### src/rtl/rtype_exec_stage.sv
// RV32I R-type execute stage: decodes funct3/funct7, computes the ALU result, buffers it in a 2-entry skid buffer.
// Latency: one cycle from the input transfer to out_valid.
// Backpressure: in_ready is registered and drops only when both OUT and SKID hold results, so out_ready never reaches it combinationally.
module rtype_exec_stage #(
    parameter int XLEN = 32
) (
    input  logic            clk,
    input  logic            rst,
    input  logic            in_valid,
    output logic            in_ready,
    input  logic [XLEN-1:0] in_rs1,
    input  logic [XLEN-1:0] in_rs2,
    input  logic [2:0]      in_funct3,
    input  logic [6:0]      in_funct7,
    input  logic [4:0]      in_rd,
    output logic            out_valid,
    input  logic            out_ready,
    output logic [XLEN-1:0] out_result,
    output logic [4:0]      out_rd,
    output logic            out_illegal
);

    typedef enum logic [1:0] {
        EMPTY = 2'd0,
        ONE   = 2'd1,
        TWO   = 2'd2
    } occ_t;

    typedef struct packed {
        logic [XLEN-1:0] result;
        logic [4:0]      rd;
        logic            illegal;
    } res_t;

    occ_t            state;
    res_t            alu_dat;
    res_t            out_q;
    res_t            skid_q;
    logic            in_ready_q;
    logic            out_valid_q;
    logic [XLEN-1:0] alu_res;
    logic            alu_ill;
    logic [4:0]      shamt;
    logic            accept;
    logic            drain;

    assign shamt = in_rs2[4:0];

    always_comb begin
        alu_res = '0;
        alu_ill = 1'b0;
        case ({in_funct7, in_funct3})
            {7'h00, 3'b000}: alu_res = in_rs1 + in_rs2;
            {7'h20, 3'b000}: alu_res = in_rs1 - in_rs2;
            {7'h00, 3'b001}: alu_res = in_rs1 << shamt;
            {7'h00, 3'b010}: alu_res = {{(XLEN-1){1'b0}}, $signed(in_rs1) < $signed(in_rs2)};
            {7'h00, 3'b011}: alu_res = {{(XLEN-1){1'b0}}, in_rs1 < in_rs2};
            {7'h00, 3'b100}: alu_res = in_rs1 ^ in_rs2;
            {7'h00, 3'b101}: alu_res = in_rs1 >> shamt;
            {7'h20, 3'b101}: alu_res = $unsigned($signed(in_rs1) >>> shamt);
            {7'h00, 3'b110}: alu_res = in_rs1 | in_rs2;
            {7'h00, 3'b111}: alu_res = in_rs1 & in_rs2;
            default:         alu_ill = 1'b1;
        endcase
        // x0 is hardwired to zero, but an illegal encoding is still flagged
        alu_dat.result  = (in_rd == 5'd0) ? '0 : alu_res;
        alu_dat.rd      = in_rd;
        alu_dat.illegal = alu_ill;
    end

    assign accept = in_valid && in_ready_q;
    assign drain  = out_valid_q && out_ready;

    always_ff @(posedge clk) begin
        if (rst) begin
            state       <= EMPTY;
            in_ready_q  <= 1'b1;
            out_valid_q <= 1'b0;
            out_q       <= '0;
            skid_q      <= '0;
        end else begin
            case (state)
                EMPTY: begin
                    if (accept) begin
                        out_q       <= alu_dat;
                        out_valid_q <= 1'b1;
                        state       <= ONE;
                    end
                end
                ONE: begin
                    if (accept && drain) begin
                        out_q <= alu_dat;
                    end else if (accept) begin
                        skid_q     <= alu_dat;
                        in_ready_q <= 1'b0;
                        state      <= TWO;
                    end else if (drain) begin
                        out_valid_q <= 1'b0;
                        state       <= EMPTY;
                    end
                end
                TWO: begin
                    if (drain) begin
                        out_q      <= skid_q;
                        in_ready_q <= 1'b1;
                        state      <= ONE;
                    end
                end
                default: begin
                    state       <= EMPTY;
                    in_ready_q  <= 1'b1;
                    out_valid_q <= 1'b0;
                end
            endcase
        end
    end

    // Held low throughout reset; the register itself already reads 1 once reset lifts.
    assign in_ready    = in_ready_q && !rst;
    assign out_valid   = out_valid_q;
    assign out_result  = out_q.result;
    assign out_rd      = out_q.rd;
    assign out_illegal = out_q.illegal;

endmodule

### config.mk
export PLATFORM = sky130hd
export DESIGN_NAME = rtype_exec_stage
export DESIGN_NICKNAME = d
export VERILOG_FILES = /design/src/rtl/rtype_exec_stage.sv
export SDC_FILE = /design/constraint.sdc
export NUM_CORES = 1
export LEC_CHECK = 0
export CELL_PAD_IN_SITES_DETAIL_PLACEMENT = 1
export CELL_PAD_IN_SITES_GLOBAL_PLACEMENT = 1
export CORE_UTILIZATION = 40
export DETAILED_ROUTE_END_ITERATION = 6
export GPL_ROUTABILITY_DRIVEN = 1
export PLACE_DENSITY_LB_ADDON = 0.12
export SYNTH_ARGS = -nofsm -noshare
export SYNTH_HDL_FRONTEND = slang
export SYNTH_SLANG_ARGS = --single-unit
### constraint.sdc
create_clock -name clk -period 11.65 [get_ports clk]
set_input_delay 2.9125 -clock clk [delete_from_list [all_inputs] [get_ports clk]]
set_output_delay 2.9125 -clock clk [all_outputs]
set_load 0.05 [all_outputs]
==> impl_metrics.tcl <==
set metrics [dict create \
    outcome "complete, but fails checks" \
    violations "design-rule violations" \
    synth-edff-count 0 \
    fin_setup_tns_ps 0 \
    nFillCells 3798 \
    drt_pass1_iterations 7 \
    async_flop_share 0 \
    cts-resized-gates 0 \
    slowest_delay_ps 630 \
    grt_max_degree 68 \
    syn_inst 1688 \
    core_region_area_mm2 0.0307 \
    cpMostUsedCell "o21a_1" \
    grt_overflow 0 \
    first_global_vias 13900 \
    vias 14600 \
    clock_latency_ps 340 \
    numCtsBuffers 9 \
    reg2reg_slack_ps 9360 \
    cts_max_path_buffers 2 \
    track_usage 0.384 \
    worstSetupPathType "in -> reg" \
    htreeDepth 3 \
    crit_fanout 46 \
    start_kind "input pin" \
    die_y_um 179 \
    nets 1909 \
    crit_required_ps 11900 \
    timing.final.hold_violations 0 \
    hpwlAfterDp_mm 48.2 \
    maxCapViolations 0 \
    finalWirelength_mm 61.7 \
    max_freq_mhz 139 \
    crit_chain "clkdlybuf4s50_1 > buf_4 > inv_2 > ha_1 > or4_1 > a21oi_1 > o21ai_1 > o21a_1 > o21a_1 > nor4b_1 > o31ai_1 > a211oi_1" \
    drive_gt1_frac 0.0896 \
    start_util 0.408 \
    period_minus_slack_ps 7170 \
    ios 123 \
    dp_slack_ps 4150 \
    hold_ws_ps 455 \
    post_cts_buffers 0 \
    antenna_found_initial 0 \
    rsz0062_at_grt "false" \
    max_slew_margin 0.190 \
    gp_congestion 1.02 \
    cts.sinks 80 \
    yosys.cell_types.count 83 \
    cts_tree "yes" \
    critPathArrivalTime_ps 7420 \
    synthTopCellsByArea "dfxtp_1 (13%), mux4_2 (11%), ha_1 (10%)" \
    hold_path_class "reg -> reg" \
    p_leak_nw 5.52 \
    setup_ws_ps 4480 \
    cts.reportedPaths.clkPinSlew_ps 60 \
    io_buffers 122 \
    slew_viol_final 0 \
    worstMarginPinSlew_ps 1210 \
    fin_area_mm2 0.0142 \
    avgViaCountPerCell 6.88 \
    dpl_cell_area_mm2 0.0139 \
    yosysWarnings 0 \
    period_share 0.616 \
    fin_cells 2125 \
    seq_area_frac_synth 0.128 \
    row_count 64 \
    yosysTopAreaCellShare 0.128 \
    syn2layout_area_growth_pct 13.6 \
    cp_top_family "compound AO/OA/AOI/OAI gates" \
    avgSynthCellArea_um2 7.41 \
    fin_skew_ps 7.21 \
    endpoint_kind "flop" \
    cts.hold.buffers_added 0 \
    die_x_um 179 \
    grt_pass1_wl_mm 90.9 \
    synth_area_leader_cell "dfxtp_1" \
    finish.utilization 0.464 \
    setup_viol 0 \
    wire_per_inst_um 29.0 \
    peakVddDrop_uv 66.7 \
    path_buf_inv 3 \
    placedCellCount 2109 \
    synth_ff_type "dfxtp_1" \
    drc 1 \
    diodes 0 \
    drtIter0Drc 1720 \
    power_mw 1.20 \
    dieArea_mm2 0.0320 \
    cts-root-buf "clkbuf_16" \
    netlist_area_mm2 0.0125 \
    ant_nets 0 \
    ys_ff_latch 80 \
    power.density_mw_per_mm2 84.4 \
    cp_slowest_cell "or4_1" \
    synth_nets 1873 \
]
layout by cell type, fill, tap and decap left out, types with 9 or more instances in the layout:
master / n
dfxtp_1: 80
a211oi_1: 36
ha_1: 100
o22ai_1: 10
o221ai_1: 16
nor2b_1: 12
a31oi_1: 18
o31ai_1: 15
nand4_1: 21
o21ai_0: 128
a21oi_1: 146
a21o_1: 17
a22oi_1: 11
mux2i_1: 34
mux4_1: 9
nor2_1: 179
and3_1: 16
and2_1: 12
a311oi_1: 13
a221oi_1: 21
a2111oi_0: 9
buf_4: 38
or3_1: 9
nand2b_1: 10
o21bai_1: 18
nand3_1: 43
mux2_2: 12
clkbuf_16: 9
o21a_1: 11
inv_1: 97
clkdlybuf4s50_1: 117
nor3_1: 46
nor4_1: 16
o211ai_1: 20
mux4_2: 59
nand2_1: 156
worst paths after layout:
kind,from,end,cells after the start
setup reg to reg,out_valid$_SDFFE_PP0P_,out_result[11]$_SDFFE_PP0P_,9
hold / removal,skid_q[26]$_SDFFE_PP0P_,skid_q[26]$_SDFFE_PP0P_,2
setup / recovery,in_rs2[4],out_result[29]$_SDFFE_PP0P_,12
hold reg to reg,skid_q[26]$_SDFFE_PP0P_,skid_q[26]$_SDFFE_PP0P_,2
registers in the layout, indices dropped and copies added, names as in the netlist:
signal,flops
in_ready_q,1
out_illegal,1
out_valid,1
out_result,32
state,2
skid_q,38
out_rd,5
cells in the mapped netlist, types with 11 or more instances:
cell	number
a211oi_1	36
a21o_1	17
a21oi_1	147
a221oi_1	21
a22oi_1	11
a311oi_1	13
a31oi_1	18
and2_1	12
and3_1	17
buf_1	12
buf_2	16
clkbuf_1	100
dfxtp_1	80
ha_1	100
inv_1	97
mux2_2	12
mux2i_1	34
mux4_2	59
nand2_1	156
nand3_1	43
nand4_1	21
nor2_1	179
nor2b_1	13
nor3_1	46
nor4_1	17
o211ai_1	20
o21a_1	11
o21ai_0	128
o21bai_1	18
o221ai_1	16
o31ai_1	15
cell type report:
cell class / count / area [um2] / share of cell area
Multi-Input combinational cell: 1371 / 9980 / 0.702
Sequential cell: 80 / 1600 / 0.113
Timing Repair Buffer: 159 / 1480 / 0.104
Tap cell: 396 / 495 / 0.0348
Inverter: 103 / 387 / 0.0272
Clock buffer: 12 / 246 / 0.0173
Clock inverter: 4 / 28.8 / 0.00202
routing by layer:
metal	vias up	part of all wire	global-route usage
met5	-	0	0
met2	773	0.45	0.599
met1	7266	0.43	0.531
met3	121	0.093	0.0664
met4	0	0.032	0.128
li1	6455	-	-
cell families (layout without fill, tap and decap cells):
| group | Yosys count | after routing | synth area share |
|---|---|---|---|
| AO/OA/AOI/OAI | 590 | 590 | 0.318 |
| XOR/XNOR | 9 | 9 | 0.00630 |
| adder cells (fa/ha/maj) | 102 | 102 | 0.103 |
| buffers and inverters | 237 | 278 | 0.0756 |
| flip-flops | 80 | 80 | 0.128 |
| multiplexers | 114 | 114 | 0.163 |
| AND/OR/NAND/NOR | 556 | 556 | 0.206 |
where the power goes:
group          leakage, nW  total (mW)  switching [mW]  internal, mW
registers            0.651       0.301          0.0111         0.290
logic                 4.74       0.635           0.418         0.217
clock network        0.129       0.264           0.113         0.151
worst min-delay path: stages, from the launching register on:
cell     delay [ps]
dfxtp_1         310
nand2_1          50
nand2_1          40
Note: power is estimated with default switching activity, not from simulation.
